`config.mk`:
```
export PLATFORM = sky130hd
export DESIGN_NAME = seq_bit_source_flat
export DESIGN_NICKNAME = d
export VERILOG_FILES = /design/src/rtl/seq_src_pkg.sv /design/src/rtl/seq_bit_source_if.sv /design/src/rtl/tick_prescaler.sv /design/src/rtl/seq_bit_source.sv /design/src/flat_wrapper.sv
export SDC_FILE = /design/constraint.sdc
export NUM_CORES = 1
export LEC_CHECK = 0
export BUFFER_PORTS_ARGS = -buffer_cell sky130_fd_sc_hd__buf_2
export CORE_ASPECT_RATIO = 1.5
export CORE_MARGIN = 4
export CORE_UTILIZATION = 53
export DETAILED_ROUTE_END_ITERATION = 8
export MAX_ROUTING_LAYER = met4
export PLACE_DENSITY = 0.73
export SLEW_MARGIN = 0
export SYNTH_ARGS = -nofsm -noshare
export SYNTH_HDL_FRONTEND = slang
export SYNTH_HIERARCHICAL = 1
export SYNTH_SLANG_ARGS = --single-unit
```
`constraint.sdc`:
```
create_clock -name clk -period 3.1 [get_ports clk]
set_input_delay 0.155 -clock clk [delete_from_list [all_inputs] [get_ports clk]]
set_output_delay 0.155 -clock clk [all_outputs]
set_load 0.005 [all_outputs]
```
`src/rtl/seq_src_pkg.sv`:
```
// Shared types and helpers for the serial bit source.
// The LFSR helpers are only used when SRC_LFSR_EN is defined.
package seq_src_pkg;

    typedef enum logic {
        IDLE = 1'b0,
        RUN  = 1'b1
    } src_state_t;

    // Right-shifting Fibonacci form of taps 16,14,13,11
    localparam logic [15:0] LFSR_TAPS = 16'h002D;
    localparam logic [15:0] LFSR_SEED = 16'hACE1;

    function automatic int clamp_len(input int len, input int pat_w);
        return (len == 0 || len > pat_w) ? pat_w : len;
    endfunction

    function automatic logic [15:0] lfsr_next(input logic [15:0] s);
        return {^(s & LFSR_TAPS), s[15:1]};
    endfunction

endpackage

```
`src/rtl/seq_bit_source_if.sv`:
```
// Control and serial-output bundle of the bit source.
// Carries lfsr_sel only when SRC_LFSR_EN is defined.
interface seq_bit_source_if #(
    parameter int PAT_W = 16
);
    localparam int LW = $clog2(PAT_W) + 1;
    localparam int IW = $clog2(PAT_W);

    logic          en;
    logic          load;
    logic [PAT_W-1:0] load_pattern;
    logic [LW-1:0] load_len;
`ifdef SRC_LFSR_EN
    logic          lfsr_sel;
`endif
    logic          x;
    logic          x_valid;
    logic [IW-1:0] bit_idx;
    logic          frame_done;

`ifdef SRC_LFSR_EN
    modport master (
        output en, load, load_pattern, load_len, lfsr_sel,
        input  x, x_valid, bit_idx, frame_done
    );
    modport slave (
        input  en, load, load_pattern, load_len, lfsr_sel,
        output x, x_valid, bit_idx, frame_done
    );
`else
    modport master (
        output en, load, load_pattern, load_len,
        input  x, x_valid, bit_idx, frame_done
    );
    modport slave (
        input  en, load, load_pattern, load_len,
        output x, x_valid, bit_idx, frame_done
    );
`endif

endinterface

```
`src/rtl/tick_prescaler.sv`:
```
// Divides clk down to one tick every DIV_COUNT running cycles.
// tick is combinational so the caller can act on it in the same edge.
module tick_prescaler #(
    parameter int DIV_COUNT = 20000000
) (
    input  logic clk,
    input  logic rst_n,
    input  logic run,
    input  logic clr,
    output logic tick
);
    localparam int CW = $clog2(DIV_COUNT);

    logic [CW-1:0] r_cnt;

    assign tick = run && !clr && (r_cnt == CW'(DIV_COUNT - 1));

    always_ff @(posedge clk or negedge rst_n) begin
        if (!rst_n) begin
            r_cnt <= '0;
        end else if (clr || !run || tick) begin
            r_cnt <= '0;
        end else begin
            r_cnt <= r_cnt + 1'b1;
        end
    end

endmodule

```
`src/rtl/seq_bit_source.sv`:
```
// Programmable serial bit source feeding the sequence detector.
// Define SRC_LFSR_EN to add a selectable 16-bit LFSR bit stream.
module seq_bit_source
    import seq_src_pkg::*;
#(
    parameter int               DIV_COUNT = 20000000,
    parameter int               PAT_W     = 16,
    parameter logic [PAT_W-1:0] PATTERN   = 16'h3B6D,
    parameter int               PAT_LEN   = 16
) (
    input logic             clk,
    input logic             rst_n,
    seq_bit_source_if.slave bus
);
    localparam int LW = $clog2(PAT_W) + 1;
    localparam int IW = $clog2(PAT_W);

    src_state_t       r_state;
    logic [PAT_W-1:0] r_pat;
    logic [LW-1:0]    r_len;
    logic [IW-1:0]    r_bit_idx;
    logic             r_x;
    logic             r_x_valid;
    logic             r_frame_done;

    logic w_run;
    logic w_tick;
    logic w_last;
    logic w_bit;

    // en is looked at directly so a falling en blocks a pending tick
    assign w_run  = (r_state == RUN) && bus.en;
    assign w_last = ({1'b0, r_bit_idx} == r_len - 1'b1);

`ifdef SRC_LFSR_EN
    logic [15:0] r_lfsr;
    assign w_bit = bus.lfsr_sel ? r_lfsr[0] : r_pat[r_bit_idx];
`else
    assign w_bit = r_pat[r_bit_idx];
`endif

    tick_prescaler #(
        .DIV_COUNT (DIV_COUNT)
    ) u_presc (
        .clk   (clk),
        .rst_n (rst_n),
        .run   (w_run),
        .clr   (bus.load),
        .tick  (w_tick)
    );

    always_ff @(posedge clk or negedge rst_n) begin
        if (!rst_n) begin
            r_state      <= IDLE;
            r_pat        <= PATTERN;
            r_len        <= LW'(clamp_len(PAT_LEN, PAT_W));
            r_bit_idx    <= '0;
            r_x          <= 1'b0;
            r_x_valid    <= 1'b0;
            r_frame_done <= 1'b0;
`ifdef SRC_LFSR_EN
            r_lfsr       <= LFSR_SEED;
`endif
        end else begin
            r_x_valid    <= 1'b0;
            r_frame_done <= 1'b0;
            if (bus.load) begin
                r_pat     <= bus.load_pattern;
                r_len     <= LW'(clamp_len(int'(bus.load_len), PAT_W));
                r_bit_idx <= '0;
`ifdef SRC_LFSR_EN
                r_lfsr    <= (bus.load_pattern[15:0] != 16'h0) ?
                             bus.load_pattern[15:0] : LFSR_SEED;
`endif
            end else begin
                unique case (r_state)
                    IDLE: begin
                        if (bus.en) r_state <= RUN;
                    end
                    RUN: begin
                        if (!bus.en) begin
                            r_state <= IDLE;
                        end else if (w_tick) begin
                            r_x          <= w_bit;
                            r_x_valid    <= 1'b1;
                            r_frame_done <= w_last;
                            r_bit_idx    <= w_last ? '0 : r_bit_idx + 1'b1;
`ifdef SRC_LFSR_EN
                            if (bus.lfsr_sel) r_lfsr <= lfsr_next(r_lfsr);
`endif
                        end
                    end
                    default: r_state <= IDLE;
                endcase
            end
        end
    end

    assign bus.x          = r_x;
    assign bus.x_valid    = r_x_valid;
    assign bus.bit_idx    = r_bit_idx;
    assign bus.frame_done = r_frame_done;

endmodule
```
`src/flat_wrapper.sv`:
```
// flat-port wrapper written by rule: the top's interface ports become plain ports
module seq_bit_source_flat import seq_src_pkg::*;
#(
    parameter int               DIV_COUNT = 20000000,
    parameter int               PAT_W     = 16,
    parameter logic [PAT_W-1:0] PATTERN   = 16'h3B6D,
    parameter int               PAT_LEN   = 16
)
  (clk, rst_n, bus_en, bus_load, bus_load_pattern, bus_load_len, bus_x, bus_x_valid, bus_bit_idx, bus_frame_done);
  seq_bit_source_if #(.PAT_W(PAT_W)) bus_i ();
  input logic clk;
  input logic rst_n;
  input wire logic [$bits(bus_i.en)-1:0] bus_en;
  input wire logic [$bits(bus_i.load)-1:0] bus_load;
  input wire logic [$bits(bus_i.load_pattern)-1:0] bus_load_pattern;
  input wire logic [$bits(bus_i.load_len)-1:0] bus_load_len;
  output wire logic [$bits(bus_i.x)-1:0] bus_x;
  output wire logic [$bits(bus_i.x_valid)-1:0] bus_x_valid;
  output wire logic [$bits(bus_i.bit_idx)-1:0] bus_bit_idx;
  output wire logic [$bits(bus_i.frame_done)-1:0] bus_frame_done;
  assign bus_i.en = bus_en;
  assign bus_i.load = bus_load;
  assign bus_i.load_pattern = bus_load_pattern;
  assign bus_i.load_len = bus_load_len;
  assign bus_x = bus_i.x;
  assign bus_x_valid = bus_i.x_valid;
  assign bus_bit_idx = bus_i.bit_idx;
  assign bus_frame_done = bus_i.frame_done;
  seq_bit_source #(.DIV_COUNT(DIV_COUNT), .PAT_W(PAT_W), .PATTERN(PATTERN), .PAT_LEN(PAT_LEN)) u_core (.clk(clk), .rst_n(rst_n), .bus(bus_i));
endmodule
```
## Word level (Yosys, flattened, before mapping)

Index checks and enable logic that the tools add are counted.

| storage, ports and cells | value |
|---|---|
| word-level logic and storage cells | 48 |
| output and inout bits | 7 |
| flip-flop bits (word level) | 54 |
| bits of input ports | 25 |

| operators by class | value |
|---|---|
| equality and inequality tests | 2 |
| reduce and logical (&&, ||, !) cells | 14 |
| order comparisons | 2 |
| multiplexer cells | 18 |
| $add $sub $neg | 3 |
| bitwise logic cells | 1 |

Operators by type and width:

| operator | number |
|---|---|
| 25-bit by 1-bit adder with 25-bit output (second input constant) | 1 |
| 25-bit equality test (second input constant) | 1 |
| 25-bit two-way mux | 1 |
| 4-bit two-way mux | 5 |
| 1-bit two-way mux | 10 |
| 2-bit nonzero test | 3 |
| 4-bit by 5-bit equality test with 1-bit output | 1 |
| 5-bit greater-than comparator (second input constant) | 1 |
| 5-bit logical NOT | 1 |
| 4-bit by 5-bit < comparator with 1-bit output (second input constant) | 1 |
| 5-bit two-way mux | 1 |
| 5-bit by 1-bit subtractor with 5-bit output (second input constant) | 1 |
| 4-bit by 1-bit adder with 4-bit output (second input constant) | 1 |
| 1-bit binary-select mux with 4-bit select | 1 |
| 4-bit AND reduction | 1 |
| 1-bit logical AND | 3 |
| 1-bit logical OR | 3 |
| 3-bit AND reduction | 1 |
| 1-bit logical NOT | 2 |
| 1-bit inverter | 1 |

## Depth between registers and ports, before layout

| logic depth | value |
|---|---|
| word-level depth | 7 |
| mapped depth | 9 |
| depth with buffers taken out | 9 |

## Cells and area by module

The synthesis kept the hierarchy.

Modules (own cells, without submodules):

| module | cells each | instances | sequential area each (um2) | area each (um2) |
|---|---|---|---|---|
| seq_bit_source | 112 | 1 | 739.5 | 1427.6 |
| tick_prescaler | 141 | 1 | 625.6 | 1323.8 |

## Least setup slack after synthesis

Ideal clock, no wire load.

| timing path | value |
|---|---|
| kind | reg2reg |
| start | register u_core.u_presc.r_cnt[0] |
| end | register u_core.r_bit_idx[1], in the netlist u_core/bus.bit_idx[1] |
| setup slack | 1101 ps |
| path buffers | 0 |
| stages on the path, launching flop included | 9 |
| data arrival time | 1933 ps |
| required time | 3034 ps |
| setup time | 66 ps |
| period minus slack after synthesis | 1999 ps |
| path through | dfrtp_1 > ha_1 > nand3_1 > or3_2 > nor3_1 > nand2_1 > or2_1 > nor2_1 > a22o_1 |

| on the way | value |
|---|---|
| cells in the longest elaborated chain, start to end | 4 |

RTL lines:

| element | RTL line | source |
|---|---|---|
| start, declared | tick_prescaler.sv:14 | `logic [CW-1:0] r_cnt;` |
| start signal, assigned | tick_prescaler.sv:24 | `r_cnt <= r_cnt + 1'b1;` |
| 25-bit equality test | tick_prescaler.sv:16 | `assign tick = run && !clr && (r_cnt == CW'(DIV_COUNT - 1));` |
| 1-bit logical AND | tick_prescaler.sv:16 |  |
| named net u_core.w_tick | seq_bit_source.sv:27 | `logic w_tick;` |
| 2-bit nonzero test (no line) | n/a |  |
| 3-bit AND reduction (no line) | n/a |  |
| end signal, assigned | seq_bit_source.sv:87 | `r_bit_idx <= w_last ? '0 : r_bit_idx + 1'b1;` |
| end, declared | seq_bit_source.sv:21 | `logic [IW-1:0] r_bit_idx;` |

The timed path passes the listed nets, and every way through them passes these cells.
A chain may end at the register's enable or synchronous reset.

## Final worst setup path

| timing path | value |
|---|---|
| start | register u_core.u_presc.r_cnt[0] |
| end | register u_core.r_bit_idx[2], in the netlist u_core/bus.bit_idx[2] |

The elaborated chain is that of the path after synthesis.

==> results_dict.tcl <==
set metrics [dict create \
    period_share_pct 73.25 \
    dr.first_iter.drc_count 137 \
    area_growth_pct 11.55 \
    cts_buffers 5 \
    grt_pass1_vias 1930 \
    ys_seq_area_share_pct 49.61 \
    relSlewSlack_pct 28.51 \
    viasPerCell 5.634 \
    drc 0 \
    portBuffers 31 \
    seqCellArea_um2 1365 \
    place_ws_ns 0.8292 \
    setup_ws_ns 0.8293 \
    nFillCells 417 \
    synth.distinct_cells 46 \
    final_nets 314 \
    hold_buffers 0 \
    p_leak_nw 1.274 \
    dp_hpwl_um 3797 \
    critical_path_arrival_ns 2.52 \
    period_needed_ns 2.271 \
    finalHoldViolCount 0 \
    drive_gt1_share_pct 26.22 \
    ys_warn_count 6 \
    ys_ff_latch 54 \
    start_util_pct 55.85 \
    cts.sinks 54 \
    syn_area_per_cell_um2 10.88 \
    antenna_left 0 \
    die_x_um 66.83 \
    rsz0062_at_grt "no" \
    vias 1983 \
    maxCapViolCount 0 \
    fin_tns_setup_ns 0 \
    skew_ns 0.01071 \
    vdd_drop_max_mv 0.2902 \
    cp-end-kind "flip-flop" \
    synthCells 253 \
    fmax_mhz 440.4 \
    cts_htree_levels 2 \
    cts_tree "done" \
    grt-ovfl-total 0 \
    grt_first_pass_wirelength_um 8887 \
    wire_per_inst_um 15.08 \
    hold_path.class "in -> async" \
    clockRootBuffer "clkbuf_8" \
    status "complete, no violations" \
    die_y_um 96.25 \
    diodes 0 \
    crit_start "u_core/u_presc/r_cnt[0]" \
    rows 31 \
    antenna_found_initial 0 \
    die-area_um2 6432 \
    io_pins 32 \
    clock_latency_ns 0.30 \
    place_congestion 0.8919 \
    grt_usage_pct 18.66 \
    fp.coreArea_um2 4926 \
    powerDensity_nw_per_um2 435.4 \
    post_cts_buffers 0 \
    syn-num-nets 282 \
    critPathRequiredTime_ns 3.34 \
    r2r_cells 10 \
    post_cts_resized 0 \
    drt-pass1-iter-count 4 \
    worstSetupPathType "reg -> reg" \
    worst_slew_pin_slew_ns 1.072 \
    worst-path-max-fanout 12 \
    holdWs_ns 0.04060 \
    cts_buffer_depth 2 \
    postRouteWirelength_um 5307 \
    grt_max_degree 51 \
    finalSetupViolCount 0 \
    multiInputGateArea_um2 1285 \
    maxSlewViolCount 0 \
    r2r-start "u_core/u_presc/r_cnt[0]" \
    cts.clk_slew.worst_paths_ns 0.10 \
    fin_util_pct 62.31 \
    synth_area_um2 2751 \
    startpoint_type "flip-flop" \
]
## sequential cells by signal (all words and copies together), names as in the netlist
signal and count:
u_core/r_pat 16, u_core/r_state 1, u_core/bus.x 1, u_core/u_presc/r_cnt 25, u_core/bus.frame_done 1, u_core/r_len 5, u_core/bus.bit_idx 4, u_core/bus.x_valid 1
## where the power goes
part / total [mW] / internal [mW] / switching (mW)
Sequential: 0.761 / 0.744 / 0.0171
Clock: 0.460 / 0.241 / 0.219
Combinational: 0.115 / 0.0581 / 0.0569
## worst paths after layout
kind	endpoint	slack (ns)
min in group clk	u_core/r_pat[3]	0.08
min reg2reg	u_core/r_len[4]	0.51
max in group asynchronous	u_core/r_pat[3]	2.31
max	u_core/bus.bit_idx[2]	0.83
max reg2reg	u_core/bus.bit_idx[2]	0.83
min	u_core/r_len[3]	0.04
## through the flow
stage / area (um2) / total power, mW / std cells
after floorplan: 2751 / 0.8420 / 253
after global placement: 2959 / 0.8860 / 344
after detailed placement: 2959 / 0.8920 / 344
after CTS: 3069 / 1.358 / 352
after global routing: 3069 / 1.401 / 352
final: 3069 / 1.336 / 352
## metal layers
layer,GRT usage [%],vias to the layer above,share of wire [%]
met2,32.70,36,55
met1,21.51,960,40
met5,-,-,0
li1,-,980,-
met4,6.610,0,1.7
met3,2.804,7,3.2
## cells in the mapped netlist (all sizes together)
cell,count,area share (%)
mux2,17,7.0
o21ai,7,1.3
xor2,6,1.9
ha,4,1.8
or4b,1,0.36
nor3,6,1.1
a311oi,1,0.32
buf,7,1.8
inv,11,1.5
nand2b,1,0.23
a21oi,12,2.2
nand3b,1,0.27
and2,1,0.23
a22o,2,0.64
or4,8,2.3
dfstp,11,11
nand4b,2,0.64
nor4b,2,0.64
mux2i,1,0.36
nor2,19,2.6
xnor2,12,3.8
a31oi,1,0.23
or3,6,1.4
mux4,5,4.5
nand2,24,3.3
clkbuf,3,0.41
nor4,5,1.1
nand4,3,1.2
nand3,10,1.8
o311a,1,0.36
or2,1,0.23
and3,2,0.45
o211ai,2,0.55
o311ai,1,0.32
o31ai,4,1.1
o22ai,5,1.1
dfrtp,43,39
and4,2,0.64
nor2b,3,0.68
## logic make-up after synthesis
family,count (synthesis),synth area share (%)
buffers and inverters,21,3.683
xor gates and xnor gates,18,5.730
adders and majority gates,4,1.819
DFF,54,49.61
AOI/OAI and AO/OA,36,8.095
muxes,23,11.82
and+or+nand+nor,97,19.24
## critical path, cell delays in order, from the launching register on
cell and delay [ns]:
dfrtp_1 0.41, ha_1 0.20, nand3_1 0.08, buf_4 0.18
or3_2 0.47, nor3_1 0.24, nand2_1 0.06, or2_1 0.27
inv_1 0.12, o211ai_1 0.09, nand2_1 0.09
## cells in the final DEF, fill, tap and decap left out, types with 3 or more instances in the layout
cell,synthesis,routed
dfrtp_1,43,43
buf_2,3,31
nand2_1,24,24
nor2_1,19,19
mux2_2,17,17
a21oi_1,12,12
xnor2_1,12,12
inv_1,11,11
dfstp_2,11,11
nand3_1,10,10
or4_1,7,7
xor2_1,6,6
nor3_1,6,6
o21ai_0,7,6
clkbuf_8,0,5
o22ai_1,5,5
nor4_1,5,5
or3_1,5,5
o31ai_1,4,4
ha_1,4,4
buf_4,1,4
mux4_1,3,3
nor2b_1,3,3
## layout make-up
type | count | area share (%)
clock buffers | 6 | 2.364
clock inverters | 2 | 1.223
flip-flops and latches | 54 | 44.48
inverters | 11 | 1.345
repair buffers | 35 | 6.033
multi-input cells | 178 | 41.87
well taps | 66 | 2.691
Note: power is estimated with default switching activity, not from simulation.
